### src/rtl/p4_router_vnp4_meta_rx.sv
// Routes VNP4 packets to one of NUM_PORTS egress ports using queued per-packet metadata.
// Optional byte-length check: define P4_ROUTER_META_RX_LEN_CHECK_EN.
module p4_router_vnp4_meta_rx #(
  parameter int NUM_PORTS       = 4,
  parameter int META_FIFO_DEPTH = 4
) (
  input  logic                 clk,
  input  logic                 arst_n,
  input  logic                 s_meta_valid,
  input  logic [32:0]          s_meta,
  input  logic                 s_axis_tvalid,
  output logic                 s_axis_tready,
  input  logic                 s_axis_tlast,
  input  logic [511:0]         s_axis_tdata,
  input  logic [63:0]          s_axis_tkeep,
  output logic [NUM_PORTS-1:0] m_axis_tvalid,
  input  logic [NUM_PORTS-1:0] m_axis_tready,
  output logic [511:0]         m_axis_tdata,
  output logic [63:0]          m_axis_tkeep,
  output logic                 m_axis_tlast,
  output logic [2:0]           m_axis_prio,
  output logic [31:0]          drop_count,
  output logic [31:0]          len_err_count,
  output logic                 meta_overflow
);
  localparam int          AW      = $clog2(META_FIFO_DEPTH);
  localparam int          PW      = $clog2(NUM_PORTS);
  localparam logic [AW:0] DEPTH_C = (AW+1)'(META_FIFO_DEPTH);
  localparam logic [7:0]  NP_C    = 8'(NUM_PORTS);

  typedef enum logic [1:0] {IDLE, FWD, DROP} state_e;

  state_e        state_q;
  logic [32:0]   mem_q [META_FIFO_DEPTH];
  logic [AW-1:0] wr_ptr_q, rd_ptr_q;
  logic [AW:0]   count_q;
  logic [PW-1:0] port_q;
  logic [2:0]    prio_q;
  logic          ovf_q;
  logic [31:0]   drop_q;

  logic [32:0] head;
  logic        full, empty, push, pop, beat_acc, last_acc;

  assign head     = mem_q[rd_ptr_q];
  assign full     = (count_q == DEPTH_C);
  assign empty    = (count_q == '0);
  assign beat_acc = s_axis_tvalid & s_axis_tready;
  assign last_acc = beat_acc & s_axis_tlast;
  // s_axis_tready is only high in FWD/DROP, so a last beat always has a head entry to retire.
  assign pop      = last_acc;
  assign push     = s_meta_valid & (~full | pop);

  always_comb begin
    m_axis_tvalid = '0;
    s_axis_tready = 1'b0;
    case (state_q)
      FWD: begin
        m_axis_tvalid[port_q] = s_axis_tvalid;
        s_axis_tready         = m_axis_tready[port_q];
      end
      DROP:    s_axis_tready = 1'b1;
      default: ;
    endcase
  end

  assign m_axis_tdata  = s_axis_tdata;
  assign m_axis_tkeep  = s_axis_tkeep;
  assign m_axis_tlast  = s_axis_tlast;
  assign m_axis_prio   = prio_q;
  assign drop_count    = drop_q;
  assign meta_overflow = ovf_q;

  always_ff @(posedge clk) begin
    if (push) mem_q[wr_ptr_q] <= s_meta;
  end

  always_ff @(posedge clk or negedge arst_n) begin
    if (!arst_n) begin
      state_q  <= IDLE;
      wr_ptr_q <= '0;
      rd_ptr_q <= '0;
      count_q  <= '0;
      port_q   <= '0;
      prio_q   <= '0;
      ovf_q    <= 1'b0;
      drop_q   <= '0;
    end else begin
      if (push) wr_ptr_q <= wr_ptr_q + 1'b1;
      if (pop)  rd_ptr_q <= rd_ptr_q + 1'b1;
      count_q <= count_q + (AW+1)'(push) - (AW+1)'(pop);
      if (s_meta_valid && full && !pop) ovf_q <= 1'b1;
      case (state_q)
        IDLE: if (!empty) begin
          port_q  <= head[17+PW-1:17];
          prio_q  <= head[16:14];
          state_q <= (head[24:17] < NP_C) ? FWD : DROP;
        end
        FWD: if (last_acc) state_q <= IDLE;
        DROP: if (last_acc) begin
          state_q <= IDLE;
          if (drop_q != '1) drop_q <= drop_q + 1'b1;
        end
        default: state_q <= IDLE;
      endcase
    end
  end

`ifdef P4_ROUTER_META_RX_LEN_CHECK_EN
  logic [13:0] len_q, byte_cnt_q, byte_sum;
  logic [31:0] len_err_q;
  logic        unused_meta;

  assign unused_meta   = ^head[32:25];
  assign byte_sum      = byte_cnt_q + 14'($countones(s_axis_tkeep));
  assign len_err_count = len_err_q;

  always_ff @(posedge clk or negedge arst_n) begin
    if (!arst_n) begin
      len_q      <= '0;
      byte_cnt_q <= '0;
      len_err_q  <= '0;
    end else begin
      if (state_q == IDLE && !empty) len_q <= head[13:0];
      if (last_acc) begin
        byte_cnt_q <= '0;
        if (byte_sum != len_q && len_err_q != '1) len_err_q <= len_err_q + 1'b1;
      end else if (beat_acc) begin
        byte_cnt_q <= byte_sum;
      end
    end
  end
`else
  logic unused_meta;
  assign unused_meta   = ^{head[32:25], head[13:0]};
  assign len_err_count = '0;
`endif

endmodule

### config.mk
export PLATFORM = sky130hd
export DESIGN_NAME = p4_router_vnp4_meta_rx
export DESIGN_NICKNAME = d
export VERILOG_FILES = /design/src/rtl/p4_router_vnp4_meta_rx.sv
export SDC_FILE = /design/constraint.sdc
export NUM_CORES = 1
export LEC_CHECK = 0
export ABC_AREA = 1
export CORE_AREA = 2 2 496 498
export CTS_CLUSTER_SIZE = 28
export DETAILED_ROUTE_END_ITERATION = 10
export DIE_AREA = 0 0 498 500
export PLACE_DENSITY_LB_ADDON = 0.25
export SYNTH_ARGS = -nofsm -noshare
export SYNTH_HDL_FRONTEND = slang
export SYNTH_SLANG_ARGS = --single-unit
### constraint.sdc
create_clock -name clk -period 4.79 [get_ports clk]
set_input_delay 0.479 -clock clk [delete_from_list [all_inputs] [get_ports clk]]
set_output_delay 0.479 -clock clk [all_outputs]
set_load 0.05 [all_outputs]
==> impl_metrics.csv, run 1 <==
group,metric,value,unit
worst_setup_path,r2r_end,"count_q[2]",
yosys,synth_edf_count,44,
global_route,grt_pass1_vias,5260,
pwr,power_leakage,3.015,nW
pwr,power.internal,1.594,mW
worst_setup_path,crit_path_end_kind,"output port",
worst_setup_path,crit_arrival,2.77,ns
finish,area_delta_synth_final,4.913,%
global_route,antenna_found_initial,0,
sta,rsz0062_at_grt,"no",
sta,slew_viol_final,0,
clock_tree,clock-sinks,91,
global_route,use_met1,3.404,%
global_route,grt.met3_usage,24.61,%
pwr,clockPowerShare,28.1,%
floorplanning,initial_core_util,3.815,%
clock_tree,postCtsSetupBuffers,0,
detailed_routing,route.final.wire_length,167300,um
sta,hold_violations,0,
clock_tree,clock_path_buffers,2,
pwr,netSwitchingFraction,41.70,%
clock_tree,cts_buffers,9,
worst_setup_path,worst-r2r-setup-slack,1.62,ns
global_route,grt_first_pass_wirelength,180500,um
global_route,grt_max_degree,48,
clock_tree,clk_pin_slew,0.08,ns
clock_tree,insertion_delay,0.38,ns
yosys,synth_top_cells_by_area,"buf_4 49%, edfxtp_1 14%, dfrtp_1 13%",
sta,holdWs,0.2847,ns
detailed_routing,vias_per_cell,1.391,
floorplanning,rows,182,
clock_tree,root_buffer,"clkbuf_16",
finish,fin_area,9779,um2
clock_tree,cts_resized,0,
clock_tree,htree_levels,3,
worst_setup_path,required,4.31,ns
pwr,p_comb_share,33.1,%
sta,max-slew-margin-rel,39.52,%
worst_setup_path,start_kind,"flip-flop",
global_route,busiest_layer,"met3",
worst_setup_path,worstSetupPathType,"reg2out",
yosys,yosys_most_used_dff,"dfrtp_1",
sta,worst_pin_slew,0.9050,ns
floorplanning,die_w,498,um
sta,period_share,67.80,%
job,cap_viol_max_count,0,
clock_tree,cts_tree,"built",
global_route,grt_overflow,0,
worst_setup_path,r2r_start,"state_q[0]",
worst_hold_path,hp-class,"in2async",
finish,utilization,4.002,%
floorplanning,die_area,249000,um2
detailed_routing,drtPass1Iterations,4,
detailed_routing,via_count,5385,
pwr,p_sw,1.140,mW
pwr,power_frac_seq,38.9,%
worst_setup_path,critPathMaxFanout,17,
floorplanning,io_pins,1268,
finish,n_antenna_cell,0,
worst_setup_path,reg2reg_depth,15,
placed_design,placed_area,9480,um2
floorplanning,core_area,244300,um2
detailed_routing,drc,0,
yosys,ys.warnings.count,0,
yosys,yosysTopAreaCell,"buf_4",
sta,fin_crit,3.248,ns
finish,drive_gt1_share,6.288,%
pwr,power_density,279.6,nW/um2
status,run_status,"finished, final reports clean",
detailed_routing,wl_per_cell,43.20,um
yosys,synth.distinct_cells,33,
finish,final_nets,1276,
yosys,synth_area_per_cell,8.057,um2
yosys,ys_ff_latch,91,
yosys,yosysTopAreaCellShare,49.29,%
worst_setup_path,crit_end,"s_axis_tready",
placed_design,io_buffers,61,
yosys,synthCells,1157,
yosys,ys_async_sr_fraction,51.65,%
detailed_routing,drt_iter0_drc,371,
yosys,yosysSeqAreaShare,26.79,%
sta,tns,0,ns
detailed_routing,ant_nets,0,
pwr,max-vdd-ir-drop,0.1435,mV
global_route,grt_usage,12.92,%
global_route,use_met2,22.00,%
worst_setup_path,startpoint,"state_q[0]",
sta,fmax,307.9,MHz
yosys,synthesis.area,9321,um2
sta,setup_violations,0,
sta,fin_worst_skew,0.01098,ns
placed_design,dp_hpwl,159800,um
floorplanning,die_h,500,um
clock_tree,hold_buffers,0,
placed_design,place.gp.congestion,0.7883,
-- cell type report --
type                       instances  area [um2]
sequential                        91        2497
timing repair buffer              69       665.6
clock inverter                     7       73.82
multi-input combinational        390        1966
clock buffer                       9       225.2
fill                           28980      234600
tap                             3220        4029
inverter                          86       322.8
-- cell usage after synthesis (3+ instances only) --
cell and n:
nand2_1 122, inv_1 84, clkbuf_1 4, edfxtp_1 44, nand4_2 3, dfrtp_1 47
nor2_1 74, nand4_1 5, nor3_1 14, buf_6 3, xor2_1 8, nor2_4 4
ha_1 10, nand3_1 55, o21bai_1 33, buf_4 612, o21ai_0 13, a31oi_1 4
-- worst min-delay path by stage --
stage	cells past startpoint	to	slack [ns]
2_1_floorplan	0	count_q[0]	0.18
3_3_place_gp	2	state_q[1]	0.50
3_5_place_dp	2	state_q[1]	0.50
4_1_cts	2	drop_count[8]	0.32
5_1_grt	2	drop_count[8]	0.34
6_report	2	drop_count[5]	0.28
-- cell usage in the layout (no fill, tap or decap), types with 2 or more instances in the layout --
cell type	n
inv_8	2
o21ai_0	13
nor2_1	74
inv_6	3
nand3_1	55
nor2_2	2
ha_1	10
clkbuf_16	9
o22ai_1	2
inv_2	2
xor2_1	8
nor2_4	4
inv_1	84
nand4_1	5
buf_4	8
edfxtp_1	44
o21bai_1	33
nand4_2	3
a31oi_1	4
clkdlybuf4s50_1	60
conb_1	32
nand2_1	122
dfrtp_1	47
nor3_1	14
-- power by group through the flow --
stage | registers [mW] | clock network [mW] | logic, mW
after detailed placement | 1.08 | 0 | 0.921
after CTS | 1.07 | 0.823 | 0.924
final | 1.06 | 0.767 | 0.904
after floorplan | 1.10 | 0 | 1.88
after global placement | 1.08 | 0 | 0.930
after global routing | 1.08 | 0.840 | 1.02
-- per-stage QoR --
stage	total power [mW]	setup slack (ns)	instances
after CTS	2.813	1.464	3872
after detailed placement	1.999	1.498	3856
after global placement	2.014	1.361	3856
after floorplan	2.976	2.269	1188
final	2.734	1.542	3872
after global routing	2.947	1.304	3872
-- layer usage --
metal / wire length (um) / share of wire (%)
met1: 16330 / 9.8
met2: 80510 / 48
met3: 66890 / 40
met4: 3010 / 1.8
met5: 517 / 0.31
-- cells by family after synthesis --
kind of cell,Yosys count,synth area share [%]
XOR/XNOR,9,0.8457
other,1,0.04023
flip-flops,91,26.79
AO/OA/AOI/OAI,52,3.758
AND/OR/NAND/NOR,286,13.64
adder cells (fa/ha/maj),11,1.557
buffers and inverters,707,53.37
-- state kept, by name (all words and copies together), names as in the netlist --
register	count
count_q	3
mem_q	44
m_axis_prio	3
state_q	2
drop_count	32
wr_ptr_q	2
rd_ptr_q	2
meta_overflow	1
port_q	2
-- critical path, stage by stage (launching register included) --
cell             delay (ns)
dfrtp_1                0.40
inv_1                  0.10
ha_1                   0.15
buf_4                  0.27
inv_2                  0.26
nand2_2                0.19
nand2_1                0.06
inv_1                  0.11
clkdlybuf4s50_1        0.83
Power figures use the tool's default switching activity.
==> run 2: changes to the inputs <==
Settings changed: CORE_AREA 2 2 496 498 to 2 2 501 503, DIE_AREA 0 0 498 500 to 0 0 503 505.
Clock period 4.79 ns to 3.1 ns, I/O delays scaled along.
==> run 2 against run 1 <==
  * Routed wire length is 0.43% lower
  * Sequential share of layout area fell by 0.42 points
  * Sequential power increased by 55%
  * Via count fell by 2.8%
  * Design area is 1.7% higher
  * Largest power group unchanged
==> impl_metrics.csv, run 2 (synthesis results as in run 1) <==
group,metric,value,unit
status,run_status,"finished, final reports clean",
floorplanning,io_pins,1268,
clock_tree,cts_tree,"built",
global_route,use_met2,21.22,%
worst_setup_path,reg2reg_depth,17,
placed_design,io_buffers,61,
sta,rsz0062_at_grt,"no",
clock_tree,clock_path_buffers,2,
worst_setup_path,cp_num_cells,17,
placed_design,place.gp.congestion,0.7938,
sta,worst_pin_slew,0.9670,ns
placed_design,placed_area,9635,um2
finish,multi_input_area,1966,um2
sta,fmax,376.0,MHz
finish,fin_area,9945,um2
worst_setup_path,critPathBufInv,3,
clock_tree,hold_buffers,0,
worst_setup_path,cp_top_family,"adder cells",
worst_setup_path,r2r_end,"count_q[2]",
worst_setup_path,crit_path_frequent_cell,"nand2_1",
clock_tree,htree_levels,3,
worst_setup_path,critPathMaxFanout,6,
pwr,power_leakage,3.039,nW
sta,fin_worst_skew,0.01579,ns
finish,utilization,4.007,%
worst_hold_path,hp-class,"in2async",
worst_setup_path,required,3.40,ns
detailed_routing,wl_per_cell,41.78,um
detailed_routing,vias_per_cell,1.313,
floorplanning,die_h,505,um
global_route,busiest_layer,"met3",
global_route,grt_pass1_vias,5203,
floorplanning,initial_core_util,3.756,%
clock_tree,insertion_delay,0.38,ns
finish,regArea,2497,um2
clock_tree,cts_buffers,9,
global_route,grt_overflow,0,
floorplanning,die_w,503,um
detailed_routing,route.final.wire_length,166500,um
floorplanning,core_area,248200,um2
detailed_routing,via_count,5235,
clock_tree,root_buffer,"clkbuf_16",
finish,n_antenna_cell,0,
finish,layout_common_cells,"122 x nand2_1, 84 x inv_1, 74 x nor2_1",
clock_tree,clk_pin_slew,0.08,ns
detailed_routing,ant_nets,0,
detailed_routing,drt_iter0_drc,265,
detailed_routing,drc,0,
sta,fin_crit,2.660,ns
worst_setup_path,crit_path_top_delay_cell,"dfrtp_1",
worst_setup_path,r2r_start,"port_q[0]",
sta,setup_violations,0,
worst_setup_path,crit_end,"count_q[2]",
global_route,grt_usage,12.58,%
job,cap_viol_max_count,0,
sta,hold_violations,0,
worst_setup_path,crit_path_end_kind,"flip-flop",
placed_design,placed_cells_incl_taps,3970,
finish,fillCellCount,29580,
floorplanning,die_area,254000,um2
worst_setup_path,crit_chain,"inv_2 -> nand2_1 -> nand2_1 -> nand2_1 -> nand2_1 -> nand2_1 -> nand2_2 -> nand3_4 -> nand2_1 -> nand2_1 -> ha_1 -> inv_1 -> ha_1 -> inv_1 -> fa_1 -> xnor2_1 -> xor2_1",
floorplanning,rows,183,
finish,fin_cells,3986,
finish,drive_gt1_share,8.994,%
global_route,use_met1,3.895,%
clock_tree,clock-sinks,91,
worst_setup_path,startpoint,"port_q[0]",
finish,layout_commonest_cell,"nand2_1",
placed_design,dp_hpwl,158900,um
pwr,max-vdd-ir-drop,0.2603,mV
worst_setup_path,start_kind,"flip-flop",
finish,final_nets,1280,
clock_tree,cts_resized,0,
pwr,power_density,435.1,nW/um2
global_route,grt_first_pass_wirelength,179200,um
worst_setup_path,max_stage_delay,0.44,ns
sta,max-slew-margin-rel,35.54,%
worst_setup_path,worst-r2r-setup-slack,0.44,ns
finish,area_delta_synth_final,6.685,%
worst_setup_path,crit_arrival,2.96,ns
global_route,antenna_found_initial,0,
sta,slew_viol_final,0,
sta,tns,0,ns
clock_tree,postCtsSetupBuffers,0,
sta,period_share,85.80,%
detailed_routing,drtPass1Iterations,4,
global_route,grt.met3_usage,22.40,%
global_route,grt_max_degree,34,
finish,regMostFlops,"mem_q",
finish,largest_reg_flops,44,
worst_setup_path,worstSetupPathType,"reg2reg",
==> run 2: area by class of cell <==
type	instances	share of cell area [%]
clock buffers	10	2.302
well taps	3330	41.90
inverters	86	3.246
flip-flops and latches	91	25.11
clock inverters	6	0.8052
repair buffers	73	6.870
multi-input cells	390	19.77
==> run 2: how the worst min path moves through the flow <==
stage,from,end,slack (ns),depth (start not counted)
after global routing,arst_n,drop_count[19],0.12,1
after detailed placement,state_q[1],state_q[1],0.50,2
after floorplan,arst_n,count_q[0],0.01,0
final,arst_n,drop_count[19],0.07,1
after CTS,arst_n,drop_count[19],0.1,1
after global placement,state_q[1],state_q[1],0.50,2
==> run 2: stage by stage <==
step                      hold WS (ns)  setup WS, ns  power, mW
final                          0.07032        0.4403      4.327
after global routing            0.1208        0.1814      4.644
after CTS                      0.09603        0.4086      4.441
after detailed placement        0.4989        0.1712      3.133
after global placement          0.4972        0.1135      3.142
after floorplan                0.01441        0.5787      4.599
==> run 2: where the power goes <==
| part | leakage (nW) | internal, mW | switching, mW |
|---|---|---|---|
| clock network | 0.147 | 0.644 | 0.608 |
| logic | 2.03 | 0.427 | 1.01 |
| registers | 0.859 | 1.49 | 0.150 |
| total | 3.04 | 2.56 | 1.76 |
==> run 2: layer usage <==
metal	vias up	share of wire [%]
met5	-	0.62
met1	2015	11
met4	18	2.9
met3	164	38
met2	1096	48
li1	1942	-
==> run 3: changes to the inputs <==
Settings changed: SKIP_CTS_REPAIR_TIMING set to 1, SLEW_MARGIN set to 5.
==> results of run 3 <==
Final layout, timing and power as in run 2 (identical DEF).
==> variant (config.mk and constraints of run 3) <==
Add a define of `P4_ROUTER_META_RX_LEN_CHECK_EN`.
--- a/src/rtl/p4_router_vnp4_meta_rx.sv
+++ b/src/rtl/p4_router_vnp4_meta_rx.sv
@@ -1,5 +1,7 @@
 // Routes VNP4 packets to one of NUM_PORTS egress ports using queued per-packet metadata.
 // Optional byte-length check: define P4_ROUTER_META_RX_LEN_CHECK_EN.
+`define P4_ROUTER_META_RX_LEN_CHECK_EN
+
 module p4_router_vnp4_meta_rx #(
   parameter int NUM_PORTS       = 4,
   parameter int META_FIFO_DEPTH = 4
Check against the original RTL: not settled (the Yosys comparison gave no result); the edit may change what the design does.
==> variant against run 3 <==
The run now ends with setup timing left. Sequential cell count up 116. Area after synthesis grew 78%. Register-to-register slack lost 3.7 ns. Final area is 120% higher. Setup slack got worse by 3.8 ns. Global-route usage increased by 2.1 points. Wire length increased by 17%.
Power is left out: it rests on default switching activity, and per cell area and clock period it moved more than threefold.
==> variant: results (changes against run 3) <==
cells_and_area:
  max_flop_register: "mem_q"
  finalNetCount: 2474  # +93%
  post_route_cells_drive_above_1_share_pct: 20.8  # +12 points
  largest_register_ffs: 100  # +130%
  n_fill_cell: 29000  # -1.9%
setup_path:
  worstSetupStartpoint: "s_axis_tkeep[23]"
  maximum_fanout_along_the_worst_path: 8  # +2
  worst-r2r-setup-slack_ns: -3.28  # -3.72 ns
  timing.reg2reg.worst_path_depth: 25  # +8
  crit_slowest_cell: "sky130_fd_sc_hd__fa_1"
  critical_path_arrival_ns: 7.00  # +4.04 ns
  critical-path-max-stage-delay_ns: 0.53  # +0.09 ns
  crit_path_end: "len_err_count[3]"
  worstReg2RegStart: "byte_cnt_q[0]"
clock_network:
  ctsHtreeMaxLevel: 1  # -2
  clk_root_buffer_cell: "sky130_fd_sc_hd__clkbuf_16"
  cts_buffer_depth: 3  # +1
  clkLatencyLatePin_ns: 0.58  # +0.20 ns
  path_clk_slew_ns: 0.07
  total_cts_buffers: 25  # +16
detailed_routing:
  drc_violations_left: 0  # unchanged
  drt-pass1-iter-count: 5  # +1
  wire_per_inst_um: 38.2  # -8.6%
  via_per_inst: 2.36  # +80%
  drt_first_iter_violations: 782  # +200%
synth:
  netlist_top_cells_count: "579 x sky130_fd_sc_hd__buf_4, 323 x sky130_fd_sc_hd__nand2_1, 197 x sky130_fd_sc_hd__inv_1, 127 x sky130_fd_sc_hd__nor2_1, 107 x sky130_fd_sc_hd__dfrtp_1"
  ys_dominant_reg_cell: "sky130_fd_sc_hd__dfrtp_1"
  seq_area_frac_synth_pct: 34.3  # +7.5 points
  synth_async_sr_flop_share_pct: 51.7  # about the same
  synth_area_leaders: "sky130_fd_sc_hd__buf_4 26%, sky130_fd_sc_hd__edfxtp_1 18%, sky130_fd_sc_hd__dfrtp_1 16%"
  number_of_enable_flip_flop_cells_after_synthesis: 100  # +130%
  synthDistinctLibCells: 40  # +21%
  synthesis.yosys.warnings: 0  # unchanged
  mappedNetlistNets: 2644
sta:
  tightest_slew_ns: 0.758  # -0.209 ns
  report.final.setup_viol: 46  # +46
  final.setup_skew_ns: 0.0299  # +0.0141 ns
  setup_slack_ns: -3.39  # -3.83 ns
placement:
  gp_congestion: 0.921  # +16%
  portBuffers: 235  # +290%
  detailed_place_hpwl_um: 184000  # +16%
grt:
  grt_start_max_net_pins: 60  # +76%
  global_route_wire_length_before_repair_um: 223000  # +25%
  globalRouteTotalUtil_pct: 14.7  # +2.1 points
  antenna_violations_before_repair: 13  # +13
hold_path:
  min_path_type: "input port to async pin"
status:
  failed_checks: "setup timing"
  run_status: "finished, violations left"
[variant: area by class of cell]
| type | instances | area [sq um] | area share (%) |
|---|---|---|---|
| tap | 3330 | 4170 | 19.4 |
| multi-input combinational | 904 | 5900 | 27.4 |
| clock inverter | 11 | 175 | 0.815 |
| timing repair buffer | 419 | 4090 | 19.1 |
| clock buffer | 35 | 693 | 3.23 |
| antenna | 3 | 7.51 | 0.0349 |
| inverter | 204 | 776 | 3.61 |
| sequential | 207 | 5680 | 26.4 |
[variant: worst min path at each step]
stage	depth (start not counted)	to	from
2_1_floorplan	0	byte_cnt_q[0]	arst_n
3_3_place_gp	1	drop_count[29]	arst_n
3_5_place_dp	1	drop_count[21]	arst_n
4_1_cts	1	drop_count[26]	arst_n
5_1_grt	2	drop_count[10]	arst_n
6_report	2	drop_count[26]	arst_n
[variant: kinds of logic after synthesis]
group,share of synthesized area (%)
AOI/OAI and AO/OA,3.47
and+or+nand+nor,17.1
adders and majority gates,9.77
xor gates and xnor gates,3.33
DFF,34.3
buffers and inverters,32.0
[variant: worst max-delay path, delay by kind of cell]
family / cells / cell delay, ns
adders and majority gates: 10 / 4.74
buffers and inverters: 7 / 0.59
and+or+nand+nor: 12 / 1.21
xor gates and xnor gates: 1 / 0.13
[variant: layer usage]
layer	up-vias	GRT usage (%)	wire length, um
li1	5238	-	-
met1	5538	8.47	38100
met3	102	20.8	60100
met2	1176	25.4	94800
met4	24	1.47	2070
met5	-	0.400	282
[variant: metrics by stage]
step / TNS, ns / instances / area (sq um) / setup slack (ns) / hold slack [ns]
after global placement: -196.01 / 5055 / 20300 / -4.60 / 0.311
after CTS: -168.14 / 5101 / 21100 / -4.02 / -0.310
after floorplan: -138.43 / 1931 / 16600 / -3.30 / 0.0144
after global routing: -149.87 / 5110 / 21500 / -3.69 / 0.281
final: -138.82 / 5113 / 21500 / -3.39 / 0.254
after detailed placement: -196.24 / 5055 / 20300 / -4.61 / 0.320
